--- src/rtl/projectile_ctrl_pkg.sv ---
// Shared game definitions: screen geometry, parked coordinate and FSM state encodings.
package projectile_ctrl_pkg;

    localparam int unsigned H_VISIBLE = 640;
    localparam int unsigned V_VISIBLE = 480;
    localparam int unsigned V_TOP_DEF = 35;
    localparam int unsigned COORD_W   = 10;
    localparam int unsigned SHOTS_W   = 8;

    // Off-screen coordinate, well outside any enemy hit window.
    localparam logic [COORD_W-1:0] PARK = 10'd1023;

    // One-hot projectile states.
    typedef enum logic [2:0] {
        ST_IDLE   = 3'b001,
        ST_FLIGHT = 3'b010,
        ST_COOL   = 3'b100
    } state_e;

    // Counter width able to hold 0..n, never narrower than one bit.
    function automatic int unsigned cnt_width(input int unsigned n);
        return (n == 0) ? 1 : $clog2(n + 1);
    endfunction

endpackage

--- src/rtl/projectile_ctrl_rise_detect.sv ---
// Registered rising-edge detector for synchronised button levels.
module rise_detect (
    input  logic clk,
    input  logic reset,
    input  logic in,
    output logic rise
);

    logic in_q;

    // Remember last cycle's level.
    always_ff @(posedge clk or posedge reset) begin
        if (reset) in_q <= 1'b0;
        else       in_q <= in;
    end

    assign rise = in & ~in_q;

endmodule

--- src/rtl/projectile_ctrl.sv ---
// Player projectile: launch from the ship, climb once per frame, retire on exit or hit.
module projectile_ctrl
    import projectile_ctrl_pkg::*;
#(
    parameter int unsigned SPEED      = 4,
    parameter int unsigned V_TOP      = V_TOP_DEF,
    parameter int unsigned LAUNCH_OFS = 10,
    parameter int unsigned COOLDOWN   = 15
) (
    input  logic               clk,
    input  logic               reset,
    input  logic               start,
    input  logic               fire,
    input  logic               frame_tick,
    input  logic [COORD_W-1:0] ship_h,
    input  logic [COORD_W-1:0] ship_v,
    input  logic               hit,
    output logic [COORD_W-1:0] projectile_h,
    output logic [COORD_W-1:0] projectile_v,
    output logic               active,
    output logic [SHOTS_W-1:0] shots
);

    localparam int unsigned CNT_W = cnt_width(COOLDOWN);
    localparam logic [COORD_W-1:0] LAUNCH_MIN   = COORD_W'(V_TOP + LAUNCH_OFS);
    localparam logic [COORD_W-1:0] RETIRE_BELOW = COORD_W'(V_TOP + SPEED);
    localparam logic [COORD_W-1:0] STEP         = COORD_W'(SPEED);
    localparam logic [COORD_W-1:0] OFS          = COORD_W'(LAUNCH_OFS);
    localparam logic [CNT_W-1:0]   CNT_LOAD     = CNT_W'(COOLDOWN);

    state_e             state_q, state_d;
    logic [COORD_W-1:0] h_q, h_d, v_q, v_d;
    logic               active_q, active_d;
    logic [SHOTS_W-1:0] shots_q, shots_d;
    logic [CNT_W-1:0]   cnt_q, cnt_d;
    logic               fire_rise;
    logic               fire_gated;
    logic               retire;

    // Masking fire during start leaves the edge register cleared.
    assign fire_gated = fire & ~start;

    rise_detect u_fire_rise (
        .clk   (clk),
        .reset (reset),
        .in    (fire_gated),
        .rise  (fire_rise)
    );

    // State and output registers.
    always_ff @(posedge clk or posedge reset) begin
        if (reset) begin
            state_q  <= ST_IDLE;
            h_q      <= PARK;
            v_q      <= PARK;
            active_q <= 1'b0;
            shots_q  <= '0;
            cnt_q    <= '0;
        end else begin
            state_q  <= state_d;
            h_q      <= h_d;
            v_q      <= v_d;
            active_q <= active_d;
            shots_q  <= shots_d;
            cnt_q    <= cnt_d;
        end
    end

    // Next-state logic: start overrides everything; hit beats frame_tick in flight.
    always_comb begin
        state_d  = state_q;
        h_d      = h_q;
        v_d      = v_q;
        active_d = active_q;
        shots_d  = shots_q;
        cnt_d    = cnt_q;
        retire   = 1'b0;

        if (start) begin
            state_d  = ST_IDLE;
            h_d      = PARK;
            v_d      = PARK;
            active_d = 1'b0;
            shots_d  = '0;
            cnt_d    = '0;
        end else begin
            case (state_q)
                ST_IDLE: begin
                    if (fire_rise && (ship_v >= LAUNCH_MIN)) begin
                        state_d  = ST_FLIGHT;
                        h_d      = ship_h;
                        v_d      = ship_v - OFS;
                        active_d = 1'b1;
                        if (shots_q != {SHOTS_W{1'b1}}) shots_d = shots_q + SHOTS_W'(1);
                    end
                end
                ST_FLIGHT: begin
                    if (hit) begin
                        retire = 1'b1;
                    end else if (frame_tick) begin
                        if (v_q < RETIRE_BELOW) retire = 1'b1;
                        else                    v_d = v_q - STEP;
                    end
                end
                ST_COOL: begin
                    if (cnt_q == '0)     state_d = ST_IDLE;
                    else if (frame_tick) cnt_d = cnt_q - CNT_W'(1);
                end
                default: begin
                    state_d  = ST_IDLE;
                    h_d      = PARK;
                    v_d      = PARK;
                    active_d = 1'b0;
                    cnt_d    = '0;
                end
            endcase

            if (retire) begin
                state_d  = ST_COOL;
                h_d      = PARK;
                v_d      = PARK;
                active_d = 1'b0;
                cnt_d    = CNT_LOAD;
            end
        end
    end

    assign projectile_h = h_q;
    assign projectile_v = v_q;
    assign active       = active_q;
    assign shots        = shots_q;

endmodule

--- config.mk ---
export PLATFORM = sky130hd
export DESIGN_NAME = projectile_ctrl
export DESIGN_NICKNAME = d
export VERILOG_FILES = /design/src/rtl/projectile_ctrl_pkg.sv /design/src/rtl/projectile_ctrl_rise_detect.sv /design/src/rtl/projectile_ctrl.sv
export SDC_FILE = /design/constraint.sdc
export NUM_CORES = 1
export LEC_CHECK = 0
export BUFFER_PORTS_ARGS = -buffer_cell sky130_fd_sc_hd__buf_4
export CORE_MARGIN = 4
export CORE_UTILIZATION = 56
export CTS_BUF_LIST = sky130_fd_sc_hd__clkbuf_4 sky130_fd_sc_hd__clkbuf_8
export DETAILED_ROUTE_END_ITERATION = 10
export MAX_ROUTING_LAYER = met4
export PLACE_DENSITY = 0.81
export SYNTH_ARGS = -nofsm -noshare
export SYNTH_HDL_FRONTEND = slang
export SYNTH_HIERARCHICAL = 1
export SYNTH_SLANG_ARGS = --single-unit
--- constraint.sdc ---
create_clock -name clk -period 2.58 [get_ports clk]
set_input_delay 0.774 -clock clk [delete_from_list [all_inputs] [get_ports clk]]
set_output_delay 0.774 -clock clk [all_outputs]
set_load 0.05 [all_outputs]
Yosys cells after proc, flatten, opt, wreduce, memory -nomap -nowiden. Index checks and enable logic that the tools add are counted.

Add/subtract/negate cells: 4. Magnitude comparators: 2. Equality and inequality tests: 15. Multiplexer cells: 34. Bitwise operators: 4. Reduce and logical (&&, ||, !) cells: 12.

Operators with widths (number): $mux W10 (9); $mux W8 (4); $pmux W10 S3 (1); $ne A4 B4 Y1 const B (7); $pmux W10 S2 (1); $mux W4 (4); $mux W3 (4); $ge A10 B6 Y1 const B (1); $lt A10 B6 Y1 const B (1); $sub A10 B3 Y10 const B (1); $sub A10 B4 Y10 const B (1); $pmux W3 S3 (1); $reduce_and A3 Y1 (3); $add A8 B1 Y8 const B (1); $mux W1 (8); $ne A8 B8 Y1 const B (1); $pmux W4 S2 (1); $ne A3 B1 Y1 const B (2); $ne A3 B3 Y1 const B (2); $reduce_bool A2 Y1 (3); $reduce_and A5 Y1 (1); $logic_not A4 Y1 (1); $reduce_or A2 Y1 (2); $sub A4 B1 Y4 const B (1); other kinds (8) (10).

Bits in registers: 37. Input bits: 26. Output and inout port bits: 29.

Logic depth before layout (Yosys ltp).
Depth after elaboration: 8. Depth in mapped cells: 8.

Hierarchy. The synthesis kept the hierarchy.

By module, submodules not included: projectile_ctrl (instances 1, cells each 238, area each 2309.7 sq um, seq. area each 927.1 sq um); rise_detect (instances 1, cells each 3, area each 42.5 sq um, seq. area each 25.0 sq um).

Least setup slack after synthesis. No wires, ideal clock.

Path kind: reg-to-reg. Start: register v_q[2] (netlist: projectile_v[2]). End: register v_q[1] (netlist: projectile_v[1]). Setup time: 0.082 ns. Arrival: 2.100 ns. Path slack: 0.398 ns. Cell stages (with the launch flop): 8. Path buffers: 1. Clock period less this slack: 2.182 ns. Path through: dfstp_2 -> ha_1 -> nand4_1 -> and4_1 -> a2111oi_4 -> buf_6 -> o21ai_1 -> mux2_2.

Longest elaborated chain between the ends: 8. Elaborated cells between the ends (all ways): 14. Classes of those cells: 1 x order compare; 5 x eq/ne; 7 x mux; 1 x reduce/logical.

RTL lines: from (decl) (RTL line projectile_ctrl.sv:32) `logic [COORD_W-1:0] h_q, h_d, v_q, v_d;`; from (signal assigned) (RTL line projectile_ctrl.sv:62) `v_q <= v_d;`; $lt A10 B6 Y1 (*) (RTL line projectile_ctrl.sv:101) `if (v_q < RETIRE_BELOW) retire = 1'b1;`; $mux W1 (RTL line projectile_ctrl.sv:101); $mux W1 (RTL line projectile_ctrl.sv:100) `end else if (frame_tick) begin`; $mux W1 (RTL line projectile_ctrl.sv:98) `if (hit) begin`; $mux W1 (RTL line projectile_ctrl.sv:87) `case (state_q)`; $mux W1 (RTL line projectile_ctrl.sv:79) `if (start) begin`; $ne A4 B4 Y1 (no line) (tied with other cells); $reduce_and A5 Y1 (no line) / $mux W10 (equally long branches).

Mark *: on every way between the ends. The rest lies on a longest branch, timed or not. The select of a mux whose other input is x is not followed. A chain may end at the register's enable or synchronous reset.

Worst setup path in the final report. Same ends and word-level chain as after synthesis.

==> results.tsv <==
stage	metric	value	unit
clock_tree	Post-CTS Hold Buffers	0	
sta	Slew HR	0.646	
final_layout	Final #Nets	330	
critical_path	reg2reg setup slack	0.47	ns
logic_synthesis	Synth Area in Compound Gates	0.269	
route	DRT Pass-1 Iters	4	
placement	number of buffers inserted by port buffering	54	
power	Clock power frac	0.158	
min_path	worst min path class	input pin to async pin	
route	Iteration-0 DRC Markers	107	
final_layout	layout cells sized above 1	0.360	
sta	Setup Skew	0.00561	ns
clock_tree	Worst-Skew Late Latency	0.29	ns
clock_tree	root buffer selected by CTS	clkbuf_8	
critical_path	crit path DAT	2.33	ns
logic_synthesis	multiplexer area fraction after synthesis	0.0234	
floorplan	Die Y	72.8	um
route	vias per cell	5.94	
floorplan	Die Wd	72.8	um
critical_path	Worst setup EP type	register	
logic_synthesis	register area share after synthesis	0.405	
grt	first-pass GRT wire length	9.03	mm
route	Total Wirelength	5.42	mm
logic_synthesis	Mean Syn Cell Area	9.76	um^2
grt	largest net degree at the start of global routing	29	
power	Flop pwr share	0.375	
route	Vias	2080	
logic_synthesis	post-synth cell types	55	
logic_synthesis	mapped cell area	2350	um^2
critical_path	CP startpoint kind	register	
logic_synthesis	simple-gate portion of the synthesized area	0.184	
floorplan	core area	4030	um^2
logic_synthesis	Main synth FF type	dfstp_2	
job	Max-Cap Viols	0	
critical_path	highest-delay cell along the critical path	dfstp_2	
critical_path	reg2reg path depth	7	
clock_tree	setup bufs post-CTS	0	
route	antenna viol nets, final	0	
power	PwrDens	865	nW/um^2
grt	gr usage total	0.223	
sta	endpoints failing setup	0	
logic_synthesis	Cells after Synth	241	
critical_path	Buf/Inv on CP	1	
critical_path	Worst R2R Start	projectile_v[2]	
critical_path	Critical Path Source	projectile_v[2]	
logic_synthesis	largest family of logic cells by synthesized area	compound AO/OA/AOI/OAI gates	
final_layout	Fillers	341	
sta	Fmax	474	MHz
route	post-route DRC violation count	0	
final_layout	ant diodes	0	
power	combinational power share	0.468	
clock_tree	Clock transition at path regs	0.07	ns
clock_tree	CTS tree	yes	
logic_synthesis	number of synthesized flops with an enable pin	0	
sta	period utilisation layout	0.818	
critical_path	family with the most delay on the worst path	flip-flops	
sta	RSZ-0062 raised after global routing	no	
critical_path	Req. time, crit path	2.80	ns
critical_path	CP Max Fanout	13	
sta	min cycle time layout	2.11	ns
grt	vias in the first global route	2021	
clock_tree	H-tree Lvls	2	
sta	Hold Fails Final Rpt	0	
placement	dpl cell area	2830	um^2
floorplan	total die area	5300	um^2
floorplan	# rows	23	
critical_path	R2R Path End	projectile_v[1]	
logic_synthesis	post-synth net total	272	
sta	worst slew pin tran	0.531	ns
placement	Final GP Congestion	0.858	
floorplan	Starting Density	0.584	
power	VDD IR-drop max	0.474	mV
run_status	status	finished, final reports clean	
clock_tree	Clock Path Buffers	2	
logic_synthesis	ys async rst share	1.00	
power	Net Sw Frac	0.453	
critical_path	kind of critical path	register to register	
clock_tree	CTS Buf Count	5	
critical_path	Worst path depth	7	
power	Lkg Pwr	1.26	nW
placement	post-DP HPWL	4.18	mm
logic_synthesis	Syn. warnings	6	
critical_path	worst setup path endpoint	projectile_v[1]	
grt	total gr overflow	0	
grt	initial antenna violation count	0	
power	net switching power	1.14	mW
final_layout	Post-Layout Inst Area	2920	um^2
sta	Slew Limit Fails	0	
clock_tree	post_cts resized	0	
logic_synthesis	adder-cell area share of the yosys netlist	0.0266	
route	post-DR wirelength/cell	15.5	um
logic_synthesis	post-synthesis xor/xnor area fraction	0.0484	
power	internal power	1.38	mW
clock_tree	Clock Sink Count	37	
final_layout	Synth-to-Final Area Change	24.0	%
critical_path	Cell Chain, Critical Path	ha_1 -> nand4_1 -> and4_1 -> a2111oi_4 -> buf_4 -> o21ai_1 -> mux2_2	
sta	Final TNS setup	0	ns
logic_synthesis	Synth Register Bits	37	
floorplan	io pins	55	
critical_path	slowest stage delay, CP	0.60	ns
==> registers in the layout, indices dropped and copies added, names as in the netlist <==
name              cells
projectile_h         10
projectile_v         10
shots                 8
cnt_q                 4
state_q               3
active                1
u_fire_rise/in_q      1
==> cells in the final DEF, fill, tap and decap left out, types with 4 or more instances in the layout <==
cell | netlist | layout
nand4_1 | 4 | 4
inv_1 | 12 | 12
xnor2_1 | 10 | 10
nand3_1 | 9 | 9
o211a_1 | 5 | 5
clkbuf_8 | 0 | 5
nand2_1 | 13 | 13
o221a_2 | 4 | 4
ha_1 | 5 | 5
nor3_1 | 5 | 5
a21o_1 | 11 | 11
dfrtp_1 | 16 | 16
dfstp_2 | 21 | 21
o21ai_0 | 19 | 19
buf_4 | 1 | 60
a21oi_1 | 10 | 10
o31a_1 | 11 | 11
o21ai_1 | 8 | 8
nor2_1 | 16 | 16
==> kinds of logic (layout without fill, tap and decap cells) <==
family | after synthesis | in the layout
AOI/OAI and AO/OA | 86 | 86
and+or+nand+nor | 72 | 72
DFF | 37 | 37
buffers and inverters | 23 | 82
xor gates and xnor gates | 13 | 13
adders and majority gates | 5 | 5
muxes | 5 | 5
==> final cells by class <==
| cell class | instances | area [um^2] | share of cell area |
|---|---|---|---|
| Tap cell | 50 | 62.6 | 0.0215 |
| Timing Repair Buffer | 61 | 470 | 0.161 |
| Inverter | 13 | 48.8 | 0.0167 |
| Clock inverter | 3 | 17.5 | 0.00601 |
| Multi-Input combinational cell | 181 | 1300 | 0.444 |
| Clock buffer | 5 | 68.8 | 0.0236 |
| Sequential cell | 37 | 952 | 0.326 |
==> power groups by stage <==
| stage | registers [mW] | logic (mW) | clock network, mW |
|---|---|---|---|
| floorplan | 1.32 | 0.476 | 0 |
| global placement | 0.946 | 1.17 | 0 |
| detailed placement | 0.955 | 1.18 | 0 |
| CTS | 0.946 | 1.19 | 0.409 |
| global route | 0.969 | 1.26 | 0.431 |
| finish | 0.946 | 1.18 | 0.398 |
==> per-stage QoR <==
stage | setup slack (ns) | instances | util | hold slack [ns] | total power, mW
floorplan | 0.398 | 241 | - | 0.485 | 1.80
global placement | 0.314 | 342 | 0.702 | 0.487 | 2.11
detailed placement | 0.250 | 342 | 0.702 | 0.489 | 2.14
CTS | 0.489 | 350 | 0.724 | 0.312 | 2.54
global route | 0.375 | 350 | 0.724 | 0.315 | 2.66
finish | 0.470 | 350 | 0.724 | 0.327 | 2.52
==> how the worst min path moves through the flow <==
stage                     from               end  slack [ns]  depth (start not counted)
2_1_floorplan         cnt_q[3]          cnt_q[3]        0.49                          2
3_3_place_gp   projectile_v[9]   projectile_v[9]        0.49                          2
3_5_place_dp   projectile_v[9]   projectile_v[9]        0.49                          2
4_1_cts                  reset  u_fire_rise/in_q        0.31                          2
5_1_grt                  reset  u_fire_rise/in_q        0.32                          2
6_report                 reset  u_fire_rise/in_q        0.33                          2
==> per-layer routing <==
| layer | share of wire | routed length [um] | up-vias | track usage |
|---|---|---|---|---|
| li1 | - | - | 1019 | - |
| met1 | 0.45 | 2450 | 995 | 0.283 |
| met2 | 0.48 | 2590 | 58 | 0.358 |
| met3 | 0.056 | 301 | 8 | 0.0496 |
| met4 | 0.013 | 71 | 0 | 0.0676 |
| met5 | 0 | 0 | - | - |
==> Yosys cell counts (3+ instances only) <==
cell type	instances	area share
o221a_2	4	0.019
nor2_1	16	0.026
xnor2_1	10	0.037
nand2b_1	3	0.0080
a21oi_1	10	0.021
dfstp_2	21	0.23
nor2b_1	3	0.0080
o211a_1	5	0.021
nand3_1	9	0.019
dfrtp_1	16	0.17
o21ai_0	19	0.040
o21ai_1	8	0.017
nand2_1	13	0.021
o31a_1	11	0.041
buf_2	5	0.011
nor3_1	5	0.011
ha_1	5	0.027
nand4_1	4	0.011
inv_1	12	0.019
a211oi_1	3	0.0096
xor2_1	3	0.011
clkbuf_1	3	0.0048
a21o_1	11	0.035
Power figures use the tool's default switching activity.
